===== src/rtl/bcd_down_timer_pkg.sv =====
// bcd_down_timer_pkg
//   Constants, state encoding and helpers shared by the BCD down-timer
//   and its per-decade counter.
package bcd_down_timer_pkg;

  localparam logic [3:0] BCD_MAX  = 4'd9;
  localparam logic [3:0] BCD_ZERO = 4'd0;

  typedef enum logic [1:0] {
    ST_IDLE = 2'd0,
    ST_RUN  = 2'd1,
    ST_DONE = 2'd2
  } state_t;

  // Force any non-decimal nibble down to 9 so Q never shows an illegal code.
  function automatic logic [3:0] bcd_clamp(input logic [3:0] digit);
    return (digit > BCD_MAX) ? BCD_MAX : digit;
  endfunction

endpackage


===== src/rtl/bcd_down_digit.sv =====
// bcd_down_digit
//   One decimal decade of the down-counter.
//   Ports:
//     CP  - clock, rising edge
//     Rd  - asynchronous active-low reset (q -> 0)
//     ld  - synchronous load of d (wins over en)
//     en  - decrement this edge; 0 wraps to 9
//     d   - value to load (already a valid BCD digit)
//     q   - current digit
//     bz  - digit is zero (borrow-out enable for the next decade)
module bcd_down_digit
  import bcd_down_timer_pkg::*;
(
  input  logic       CP,
  input  logic       Rd,
  input  logic       ld,
  input  logic       en,
  input  logic [3:0] d,
  output logic [3:0] q,
  output logic       bz
);

  logic [3:0] q_reg;

  always_ff @(posedge CP or negedge Rd) begin
    if (!Rd) begin
      q_reg <= BCD_ZERO;
    end else if (ld) begin
      q_reg <= d;
    end else if (en) begin
      q_reg <= (q_reg == BCD_ZERO) ? BCD_MAX : q_reg - 4'd1;
    end
  end

  assign q  = q_reg;
  assign bz = (q_reg == BCD_ZERO);

endmodule


===== src/rtl/bcd_down_timer.sv =====
// bcd_down_timer
//   Presettable cascaded-BCD down-counter with load, count enables,
//   optional auto-reload and a one-cycle terminal-count pulse.
//   Parameters:
//     DIGITS - number of BCD decades (1..4)
//   Ports:
//     CP   - clock, rising edge
//     Rd   - asynchronous active-low reset
//     LD   - synchronous load, active-low, highest priority after reset
//     EP,ET- count enables, both must be 1 to decrement
//     AR   - auto-reload on terminal count
//     D    - BCD preset, digit 0 in [3:0]
//     Q    - current BCD count
//     TO   - terminal-count pulse (registered, one cycle)
//     BUSY - high while counting (RUN state)
module bcd_down_timer
  import bcd_down_timer_pkg::*;
#(
  parameter int DIGITS = 2
) (
  input  logic                CP,
  input  logic                Rd,
  input  logic                LD,
  input  logic                EP,
  input  logic                ET,
  input  logic                AR,
  input  logic [4*DIGITS-1:0] D,
  output logic [4*DIGITS-1:0] Q,
  output logic                TO,
  output logic                BUSY
);

  localparam logic [DIGITS-1:0] DIGIT0_MASK = DIGITS'(1);

  state_t              state_reg;
  logic [4*DIGITS-1:0] reload_reg;
  logic                to_reg;
  logic                busy_reg;

  logic [4*DIGITS-1:0] d_clamped;
  logic [4*DIGITS-1:0] digit_d;
  logic [4*DIGITS-1:0] q_all;
  logic [DIGITS-1:0]   digit_zero;
  logic [DIGITS-1:0]   lower_zero;
  logic                load_now;
  logic                load_zero;
  logic                count_en;
  logic                q_is_one;
  logic                terminal;
  logic                reload_now;
  logic                digit_ld;

  // Clamp each preset digit independently.
  genvar gi;
  generate
    for (gi = 0; gi < DIGITS; gi++) begin : g_clamp
      assign d_clamped[4*gi +: 4] = bcd_clamp(D[4*gi +: 4]);
    end
  endgenerate

  assign load_now  = !LD;
  assign load_zero = (d_clamped == '0);

  // A load in the same cycle suppresses counting and any terminal pulse.
  assign count_en  = (state_reg == ST_RUN) && EP && ET && !load_now;

  // Q == 1: digit 0 reads 1 and every higher digit is zero.
  assign q_is_one  = (q_all[3:0] == 4'd1) && (&(digit_zero | DIGIT0_MASK));
  assign terminal  = count_en && q_is_one;
  assign reload_now = terminal && AR;

  // Digits are loaded either from D or, on an auto-reload, from the
  // reload register. Without reload, decrementing 1 naturally lands on 0.
  assign digit_ld = load_now || reload_now;
  assign digit_d  = load_now ? d_clamped : reload_reg;

  // Borrow chain: decade k counts only when every lower decade is zero.
  assign lower_zero[0] = 1'b1;
  generate
    for (gi = 1; gi < DIGITS; gi++) begin : g_chain
      assign lower_zero[gi] = lower_zero[gi-1] && digit_zero[gi-1];
    end
  endgenerate

  generate
    for (gi = 0; gi < DIGITS; gi++) begin : g_digit
      bcd_down_digit u_digit (
        .CP (CP),
        .Rd (Rd),
        .ld (digit_ld),
        .en (count_en && lower_zero[gi]),
        .d  (digit_d[4*gi +: 4]),
        .q  (q_all[4*gi +: 4]),
        .bz (digit_zero[gi])
      );
    end
  endgenerate

  always_ff @(posedge CP or negedge Rd) begin
    if (!Rd) begin
      state_reg  <= ST_IDLE;
      reload_reg <= '0;
      to_reg     <= 1'b0;
      busy_reg   <= 1'b0;
    end else begin
      to_reg <= 1'b0;
      if (load_now) begin
        reload_reg <= d_clamped;
        // A zero preset goes straight to DONE without a TO pulse.
        state_reg  <= load_zero ? ST_DONE : ST_RUN;
        busy_reg   <= !load_zero;
      end else begin
        case (state_reg)
          ST_RUN: begin
            if (terminal) begin
              to_reg <= 1'b1;
              if (!AR) begin
                state_reg <= ST_DONE;
                busy_reg  <= 1'b0;
              end
            end
          end
          ST_IDLE, ST_DONE: begin
            state_reg <= state_reg;
          end
          default: begin
            state_reg <= ST_IDLE;
            busy_reg  <= 1'b0;
          end
        endcase
      end
    end
  end

  assign Q    = q_all;
  assign TO   = to_reg;
  assign BUSY = busy_reg;

endmodule


===== config.mk =====
export PLATFORM = sky130hd
export DESIGN_NAME = bcd_down_timer
export DESIGN_NICKNAME = d
export VERILOG_FILES = /design/src/rtl/bcd_down_timer_pkg.sv /design/src/rtl/bcd_down_digit.sv /design/src/rtl/bcd_down_timer.sv
export SDC_FILE = /design/constraint.sdc
export NUM_CORES = 1
export LEC_CHECK = 0
export CORE_MARGIN = 3
export CORE_UTILIZATION = 40
export DETAILED_ROUTE_END_ITERATION = 10
export GPL_TIMING_DRIVEN = 0
export PLACE_DENSITY = 0.75
export SYNTH_ARGS = -nofsm -noshare
export SYNTH_HDL_FRONTEND = slang
export SYNTH_HIERARCHICAL = 1
export SYNTH_SLANG_ARGS = --single-unit

===== constraint.sdc =====
create_clock -name CP -period 2.05 [get_ports CP]
set_input_delay 0.41 -clock CP [delete_from_list [all_inputs] [get_ports CP]]
set_output_delay 0.41 -clock CP [all_outputs]
set_load 0.03 [all_outputs]

==> impl_results.md, run 1 <==
* Run status: complete, no violations
* R2R Path Start: g_digit[1].u_digit/q[2]
* Comb power frac at between 20% and 30%
* Via count at approximately 800
* Post-route DRC at 0
* Post-CTS Setup Inserts at 0
* Worst slew pin tran at 835 ps
* Initial antenna violation count at 0
* Setup ws final at about 93 ps
* Sequential fraction of the synthesis area at 48.3%
* Share of power burned in registers at a little over half
* Pre-CTS setup slack at -493 ps
* Clock Latency Late Sink at 290 ps
* Clock power share at a little over a fifth
* FILL cells at a little over 200
* Clk_skew at about 1.9 ps
* Critical Path AT at 2190 ps
* Tot GR Track Use at between 10 and 15%
* Worst Path Required at 2280 ps
* Tmin final at 1960 ps
* Max_cap viols at 0
* Sw Ratio at a little under a third
* Fin area at about 1300 sq um
* WHS at between 500 and 600 ps
* Antenna viol nets, final at 0
* Primary FF master, synth: dfrtp_1
* Overall Power at 851 uW
* Number of H-tree levels at 1
* Flops & latches, synth at 19
* Worst path depth at 4
* Startpoint types: flop
* Crit-path max FO at 6
* Net switching power at 262 uW
* Slowest CP cell: nor4_1
* CTS sink cnt at 19
* Most frequent CP cell: nor4_1
* Fraction of registers with async set/reset at 100%
* First-pass GRT wire length at roughly 3.5 mm
* Slew headroom at between 40% and 50%
* Crit path max-delay family: simple AND/OR/NAND/NOR gates
* I/O Pins at 24
* Die height at between 50 and 60 microns
* CTS tree: built
* Core area at 2280 sq um
* Crit. Startpoint: g_digit[1].u_digit/q[2]
* Yosys warning total at 6
* Cell internal pwr at between 500 and 600 uW
* Layout cells sized above 1 at between 10% and 20%
* Antenna Cells at 0
* Max VDD drop at roughly 0.41 mV
* Pre-Repair DR Iteration Count at 4
* Max Clk Rate at around 510 MHz
* Mapped Avg Cell Area at about 11 sq um
* RSZ-0062 raised after global routing: no
* Hold path depth at 2
* Crit path kind: flop to flop
* Row cnt at 17
* CTS Buffer Depth at 2
* EDFF count, synth at 0
* R2R depth at 4
* Clock slew seen by the registers of the worst setup and hold paths at ~100 ps
* Cell Area, Placed at about 1200 sq um
* Routed vias/inst at 5.41
* R2R Setup Slk at a little over 90 ps
* CP peak stage delay at 530 ps
* Total grt overflow at 0
* Hpwl dp at 1.49 mm
* CP endpoint kind: flop
* Total CTS buffers at 3
* R2r endpoint: state_reg[1]
* CP cell instances: nor4_1 -> or4b_1 -> nor4_1 -> o31a_1
* Area Overhead vs Synth at 30.3%
* Hold endpoint: reload_reg[4]
* Wire per inst at around 14 microns
* I/O Buffers at 23
* Post-Syn Instances at 93
* Finish-stage setup viols at 0
* Initial core utilization at a little over two fifths
* Die area at 3090 sq um
* Power Dens Cells at around 660 nW/um^2
* Mapped cell area at 983 sq um
* Leak at a little under 0.0005 uW
* Die Span X at 55.6 microns
* Total wire length at 2.01 mm
* Syn_nets at approximately 110
* Vias in the first global route at between 700 and 800
* Crit share post-route at 95.5%
* Worst Hold Launch: reload_reg[4]
* Netlist cell types at 30
* Max Slew Vio Count at 0
* Largest net degree at the start of global routing at 20
* Gpl congestion at 0.780
* Initial detailed-routing violation count at 4
* # nets final at 135
* Fin util at around 56%
* Final hold violation count at 0
* CTS Root Cell: clkbuf_4
* Number of buffers and inverters on the critical path at 0
* Hold crit path type: flop to flop
==> per-stage QoR <==
step / std cells / TNS (ps)
global placement: 144 / -3020
CTS: 148 / 0
global route: 148 / 0
detailed placement: 144 / -3400
finish: 148 / 0
floorplan: 93 / 0
==> cells by family (layout without fill, tap and decap cells) <==
family / count (synthesis) / count (layout) / share of synthesized area [%]
simple gates: 40 / 40 / 28.0
compound gates: 24 / 24 / 15.0
flops: 19 / 19 / 48.3
xor+xnor: 4 / 4 / 3.56
mux: 4 / 4 / 4.33
buf+inv: 2 / 29 / 0.763
==> what timing repair did <==
item                       4_1_cts  5_1_grt
resized for setup                3        0
setup endpoints to repair        8        0
hold buffers                     0        0
==> synthesized netlist by cell type (all sizes together), types with 2 or more instances <==
cell,count,area [sq um]
dfrtp,19,475
o21ai,12,60.1
nand2,10,37.5
a21oi,6,30.0
nor4,4,25.0
xnor2,4,35.0
a22o,3,26.3
nand2b,3,18.8
nor2,3,11.3
nor2b,3,18.8
nor4b,3,38.8
and2b,2,17.5
mux2,2,22.5
mux2i,2,20.0
nor3b,2,25.0
or2,2,12.5
or3b,2,17.5
==> final cells by class <==
class	instances	area (sq um)	area share [%]
tap	28	35.0	2.73
timing repair buffer	23	229	17.9
multi-input combinational	72	508	39.6
inverter	1	3.75	0.293
buffer	1	3.75	0.293
sequential	19	475	37.1
clock buffer	4	26.3	2.05
==> worst register-to-register path, delay by kind of cell (launching register included) <==
family          cells  cell delay (ps)
compound gates      1              150
flops               1              450
simple gates        3             1310
==> cell usage in the layout, fill, tap and decap left out, types with 2 or more instances in the layout <==
cell / Yosys / routed
xnor2_1: 4 / 4
clkbuf_1: 1 / 2
o21ai_1: 2 / 2
nor2b_1: 3 / 3
a22o_1: 3 / 3
nor2_1: 3 / 2
nor3b_2: 2 / 2
dfrtp_1: 19 / 19
mux2i_1: 2 / 2
nand2_1: 10 / 10
nor4_1: 4 / 4
and2b_2: 2 / 2
clkbuf_4: 0 / 3
a21oi_1: 6 / 6
o21ai_0: 10 / 10
nand2b_1: 3 / 3
mux2_2: 2 / 2
or3b_2: 2 / 2
clkdlybuf4s50_1: 0 / 22
or2_2: 2 / 2
nor4b_2: 2 / 2
==> how the worst max path moves through the flow <==
stage                               to
2_1_floorplan             state_reg[1]
3_3_place_gp   g_digit[1].u_digit/q[1]
3_5_place_dp   g_digit[1].u_digit/q[2]
4_1_cts                           Q[0]
5_1_grt                           Q[0]
6_report                  state_reg[1]
==> metal layers <==
metal	vias up	GRT usage, %	routed length (microns)
met5	-	0	0
met4	0	6.25	19
met3	2	2.78	117
met2	18	24.7	988
met1	386	16.7	888
li1	395	-	-
==> power groups by stage <==
stage	Sequential, uW	Clock, uW	Combinational (uW)
after floorplan	491	0	80.5
after global placement	457	0	211
after detailed placement	459	0	214
after CTS	452	192	216
after global routing	460	205	232
final	452	185	214
Power figures use the tool's default switching activity.
==> inputs of run 2 (changes only) <==
Settings changed: CTS_CLUSTER_DIAMETER set to 60.
==> results of run 2 <==
The final DEF is identical to that of run 1; final timing and power are the same.
